**src/rtl/spi_frame_decoder.sv**
```systemverilog
// Parses chip-select-framed SPI transactions (command byte + payload) into
// shadow RGBW/intensity registers and commits them atomically when cs deasserts.
module spi_frame_decoder #(
    parameter int          CS_SYNC_STAGES    = 2,
    parameter logic [7:0]  DEFAULT_INTENSITY = 8'hFF
) (
    input  logic       clk,
    input  logic       reset,
    input  logic       cs,
    input  logic       rdy_sig,
    input  logic [7:0] data,
    output logic [7:0] red,
    output logic [7:0] green,
    output logic [7:0] blue,
    output logic [7:0] white,
    output logic [7:0] intensity,
    output logic       update,
    output logic       frame_err
);

    // state   | meaning
    // IDLE    | cs high, waiting for a frame to start
    // CMD     | frame open, expecting the command byte
    // DATA    | valid command seen, payload bytes go to shadows
    // DISCARD | command rejected, ignore bytes until cs rises
    typedef enum logic [1:0] {
        IDLE    = 2'd0,
        CMD     = 2'd1,
        DATA    = 2'd2,
        DISCARD = 2'd3
    } state_t;

    localparam int NUM_REGS = 5;

    state_t                    state, state_nxt;
    logic [CS_SYNC_STAGES-1:0] cs_sync;
    logic                      cs_s, cs_s_prev;
    logic                      cs_fall, cs_rise;
    logic                      rdy_prev;
    logic                      acc;
    logic                      cmd_valid;
    logic [2:0]                ptr, ptr_nxt;
    logic                      wrote, wrote_nxt;
    logic                      wr_en;
    logic                      commit;
    logic                      err;
    logic [7:0]                shadow     [NUM_REGS];
    logic [7:0]                shadow_nxt [NUM_REGS];

    assign cs_s    = cs_sync[CS_SYNC_STAGES-1];
    assign cs_fall = cs_s_prev & ~cs_s;
    assign cs_rise = ~cs_s_prev & cs_s;
    assign acc     = rdy_sig & ~rdy_prev;

    assign cmd_valid = data[7] && (data[6:3] == 4'b0000) && (data[2:0] <= 3'd4);

    always_ff @(posedge clk or negedge reset) begin
        if (!reset) begin
            cs_sync   <= '1;
            cs_s_prev <= 1'b1;
            rdy_prev  <= 1'b0;
        end else begin
            cs_sync   <= {cs_sync[CS_SYNC_STAGES-2:0], cs};
            cs_s_prev <= cs_s;
            rdy_prev  <= rdy_sig;
        end
    end

    always_ff @(posedge clk or negedge reset) begin
        if (!reset) begin
            state <= IDLE;
            ptr   <= 3'd0;
            wrote <= 1'b0;
        end else begin
            state <= state_nxt;
            ptr   <= ptr_nxt;
            wrote <= wrote_nxt;
        end
    end

    always_comb begin
        state_nxt = state;
        ptr_nxt   = ptr;
        wrote_nxt = wrote;
        wr_en     = 1'b0;
        commit    = 1'b0;
        err       = 1'b0;
        case (state)
            IDLE: begin
                if (cs_fall) begin
                    state_nxt = CMD;
                end
            end
            CMD: begin
                if (acc) begin
                    if (cmd_valid) begin
                        ptr_nxt   = data[2:0];
                        wrote_nxt = 1'b0;
                        state_nxt = DATA;
                    end else begin
                        err       = 1'b1;
                        state_nxt = DISCARD;
                    end
                end
            end
            DATA: begin
                if (acc) begin
                    wr_en     = 1'b1;
                    wrote_nxt = 1'b1;
                    ptr_nxt   = (ptr == 3'd4) ? 3'd0 : ptr + 3'd1;
                end
                // a byte landing on the same cycle as cs_rise still counts
                if (cs_rise && (wrote || acc)) begin
                    commit = 1'b1;
                end
            end
            DISCARD: begin
            end
            default: begin
                state_nxt = IDLE;
            end
        endcase
        if (cs_rise) begin
            state_nxt = IDLE;
        end
    end

    always_comb begin
        for (int i = 0; i < NUM_REGS; i++) begin
            shadow_nxt[i] = shadow[i];
            if (wr_en && (ptr == 3'(i))) begin
                shadow_nxt[i] = data;
            end
        end
    end

    always_ff @(posedge clk or negedge reset) begin
        if (!reset) begin
            for (int i = 0; i < NUM_REGS - 1; i++) begin
                shadow[i] <= 8'h00;
            end
            shadow[NUM_REGS-1] <= DEFAULT_INTENSITY;
        end else begin
            for (int i = 0; i < NUM_REGS; i++) begin
                shadow[i] <= shadow_nxt[i];
            end
        end
    end

    // committing from shadow_nxt makes the final same-cycle byte visible
    always_ff @(posedge clk or negedge reset) begin
        if (!reset) begin
            red       <= 8'h00;
            green     <= 8'h00;
            blue      <= 8'h00;
            white     <= 8'h00;
            intensity <= DEFAULT_INTENSITY;
            update    <= 1'b0;
            frame_err <= 1'b0;
        end else begin
            if (commit) begin
                red       <= shadow_nxt[0];
                green     <= shadow_nxt[1];
                blue      <= shadow_nxt[2];
                white     <= shadow_nxt[3];
                intensity <= shadow_nxt[4];
            end
            update    <= commit;
            frame_err <= err;
        end
    end

endmodule
```
**config.mk**
```make
export PLATFORM = sky130hd
export DESIGN_NAME = spi_frame_decoder
export DESIGN_NICKNAME = d
export VERILOG_FILES = /design/src/rtl/spi_frame_decoder.sv
export SDC_FILE = /design/constraint.sdc
export NUM_CORES = 1
export LEC_CHECK = 0
export ABC_AREA = 1
export CAP_MARGIN = 20
export CORE_MARGIN = 5
export CORE_UTILIZATION = 50
export CTS_CLUSTER_SIZE = 16
export DETAILED_ROUTE_END_ITERATION = 7
export DONT_BUFFER_PORTS = 1
export GPL_TIMING_DRIVEN = 0
export SYNTH_ARGS = -nofsm -noshare
export SYNTH_HDL_FRONTEND = slang
export SYNTH_SLANG_ARGS = --single-unit
```
**constraint.sdc**
```tcl
create_clock -name clk -period 2.96 [get_ports clk]
set_input_delay 0.444 -clock clk [delete_from_list [all_inputs] [get_ports clk]]
set_output_delay 0.444 -clock clk [all_outputs]
set_load 0.01 [all_outputs]
```
==> impl_results.md <==
* Setup_tns at 0 ns
* Critical path peak fanout at 9
* Violated checks: negative hold slack
* YS warnings at 0
* Synth Register Bits at a little over 90
* Hpwl dp at 6.02 mm
* Dpl cells at 575
* Placed cell area at 4280 sq um
* DRT Wirelength at 8.89 mm
* Number of inserted diodes at 0
* Hold Slack at -0.00224 ns
* Max Cap Viol at 0
* Sequential share of power at 53.3%
* Initial Utilization at 51.0%
* Total number of vias at between 2000 and 3000
* Maximum clock rate at 570 MHz
* Distinct cells, synth at 25
* Stages on the worst setup path at 8
* Worst slew pin tran at 0.449 ns
* CTS Root Cell: clkbuf_8
* Max Buffers Root-to-Sink at 2
* Sw frac at about a third
* PD cells at between 800 and 900 nW/um^2
* Die area at 10200 sq um
* Placeable Area at 8130 sq um
* Die H at between 100 and 150 um
* Nature of the critical path endpoint: flip-flop
* CP Cell Sequence: inv_1, ha_1, inv_1, nor2_2, nand2_1, nand2_1, nand3_1, nand2_1
* Final antenna-violating net count at 0
* Pin count of the biggest net entering global routing at 93
* Final instance area at about 4500 sq um
* H-tree Lvls at 3
* Synthesized Nets at 488
* Worst Path Arrival at 2.06 ns
* Final Hold Viols at 8
* Worst Path Buf+Inv at 2
* Final count of pins violating max slew at 0
* Leakage at 2.32 nW
* Setup crit start kind: flip-flop
* Max stage delay cell, worst path: dfrtp_1
* VDD IR max at 0.000412 V
* Nets at 500
* Clock Sinks at 92
* Setup CP Type: reg2reg
* Vias in the first global route at between 2000 and 3000
* Total power at between 4 and 5 mW
* Number of vias per cell at just under 5
* Finished Layout Cells at 592
* Worst-Skew Late Latency at 0.36 ns
* Setup ws final at around 1.2 ns
* DP Worst Slack at 1.24 ns
* Final period util at 59.3%
* Crit path required time at 3.26 ns
* Fillers at 744
* Syn Area/Cell at 8.83 sq um
* Post-CTS sizing at 0
* IO Count at 54
* Worst r2r path cells at 8
* Worst Hold Class: in2async
* Area grow syn2layout at 9.04%
* Crit path top cell by count: nand2_1
* Row Count at 33
* Clk pwr share at 23.1%
* GRT Total Usage at 18.8%
* Slew headroom at roughly 70%
* Antenna violations before repair at 0
* Comb power frac at 23.6%
* Cell Int Power at 2.62 mW
* DRT Pass-1 Iters at 4
* First-pass GRT wire length at 15.0 mm
* GP Congestion at 0.803
* Mapped Area at 4150 sq um
* Final setup skew at 0.00896 ns
* Final critical-path required period at 1.75 ns
* Max incr delay on CP at 0.44 ns
* Final setup viols at 0
* Share of layout cells above drive strength 1 at 12.9%
* GRT overflow at 0
* CTS clk-pin slew, worst paths at 0.10 ns
* Avg WL per Cell at 15.0 um
* Post-CTS Hold Fix Bufs at 1
* Setup Fix Bufs, Post-CTS at 0
* Run status: finished with violations
* CTS buffer count at 9
* Die width at 101 um
* Sequential-to-total area share from yosys stat at a little under three fifths
* Cells after Synth at 470
* # port buffers at 0
* Clock tree from TritonCTS: built
* Initial detailed-routing violation count at 94
* RSZ-0062 raised after global routing: no
* Drt drc at 0
* P_sw at 1.41 mW
* CP delay by family, top: simple AND/OR/NAND/NOR gates
## per-layer routing
layer	GRT usage (%)	vias up	share of wire, %
met2	29.0	52	46
met5	0	-	0
met4	5.62	0	1.3
li1	-	1469	-
met3	4.43	9	4.6
met1	26.6	1356	48
## synth_stat cells
| cell type | n | area [sq um] |
|---|---|---|
| inv_1 | 61 | 229 |
| o22ai_1 | 2 | 12.5 |
| dfrtp_1 | 73 | 1830 |
| nand2_1 | 159 | 597 |
| nor2_2 | 3 | 18.8 |
| nor2_4 | 2 | 22.5 |
| buf_2 | 2 | 10.0 |
| buf_6 | 10 | 113 |
| o21ai_0 | 3 | 15.0 |
| clkinv_1 | 1 | 3.75 |
| and2_1 | 24 | 150 |
| clkinv_2 | 1 | 5.00 |
| o21a_1 | 16 | 120 |
| a21boi_0 | 1 | 7.51 |
| nand2_2 | 4 | 25.0 |
| inv_4 | 1 | 6.26 |
| nand2_4 | 1 | 11.3 |
| buf_4 | 2 | 15.0 |
| ha_1 | 6 | 75.1 |
| o211ai_1 | 1 | 7.51 |
| inv_2 | 2 | 7.51 |
| a21oi_1 | 1 | 5.00 |
| nor2_1 | 5 | 18.8 |
| dfstp_2 | 19 | 499 |
| nand3_1 | 70 | 350 |
## kinds of logic (layout without fill, tap and decap cells)
logic type | Yosys count | count (layout) | synth area share, %
AO/OA/AOI/OAI | 24 | 24 | 4.04
adder cells (fa/ha/maj) | 6 | 6 | 1.81
buffers and inverters | 80 | 97 | 9.37
flip-flops | 92 | 92 | 56.0
AND/OR/NAND/NOR | 268 | 268 | 28.8
## layout make-up
cell class	count	area [sq um]	share of cell area, %
clock inverters	6	88.8	1.96
inverters	66	251	5.56
clock buffers	10	128	2.82
well taps	105	131	2.90
plain buffers	14	138	3.04
flip-flops and latches	92	2330	51.4
repair buffers	1	27.5	0.608
multi-input cells	298	1440	31.7
## power by group through the flow
stage | sequential (mW) | clock [mW] | combinational [mW]
6_report | 2.15 | 0.932 | 0.951
5_1_grt | 2.21 | 1.01 | 1.11
4_1_cts | 2.17 | 0.955 | 0.966
3_5_place_dp | 2.19 | 0 | 0.926
3_3_place_gp | 2.17 | 0 | 0.898
2_1_floorplan | 2.10 | 0 | 0.771
## flip-flops by register name (all words and copies together) (netlist names), 2 cells and up
signal / count
cs_sync: 2
state: 2
green: 8
ptr: 3
white: 8
intensity: 8
blue: 8
red: 8
shadow: 40
## stage by stage
stage | utilization, % | hold slack [ns]
floorplan | - | 0.148
global placement | 52.7 | 0.151
detailed placement | 52.7 | 0.151
CTS | 55.7 | 0.00843
global route | 55.7 | 0.0163
finish | 55.7 | -0.00224
## path summary, 6_finish.rpt
kind / end / startpoint / slack, ns
setup / recovery: red[7]$_DFFE_PN0P_ / ptr[0]$_DFFE_PN0P_ / 1.21
hold / removal: red[4]$_DFFE_PN0P_ / reset / -0.002
setup reg to reg: red[7]$_DFFE_PN0P_ / ptr[0]$_DFFE_PN0P_ / 1.21
hold reg to reg: cs_sync[1]$_DFF_PN1_ / cs_sync[0]$_DFF_PN1_ / 0.36
max in group asynchronous: shadow[5]$_DFF_PN1_ / reset / 2.59
min in group clk: cs_sync[0]$_DFF_PN1_ / cs / 0.08
## layout by cell type (no fill, tap or decap), types with 2 or more instances in the layout
cell type	n
and2_1	24
buf_2	2
buf_4	2
buf_6	10
bufinv_16	2
clkbuf_8	9
clkinv_2	2
clkinvlp_4	2
dfrtp_1	73
dfstp_2	19
ha_1	6
inv_1	61
inv_2	2
nand2_1	159
nand2_2	4
nand3_1	70
nor2_1	5
nor2_2	3
nor2_4	2
o21a_1	16
o21ai_0	3
o22ai_1	2
No activity file was read; power rests on OpenSTA's default activity.
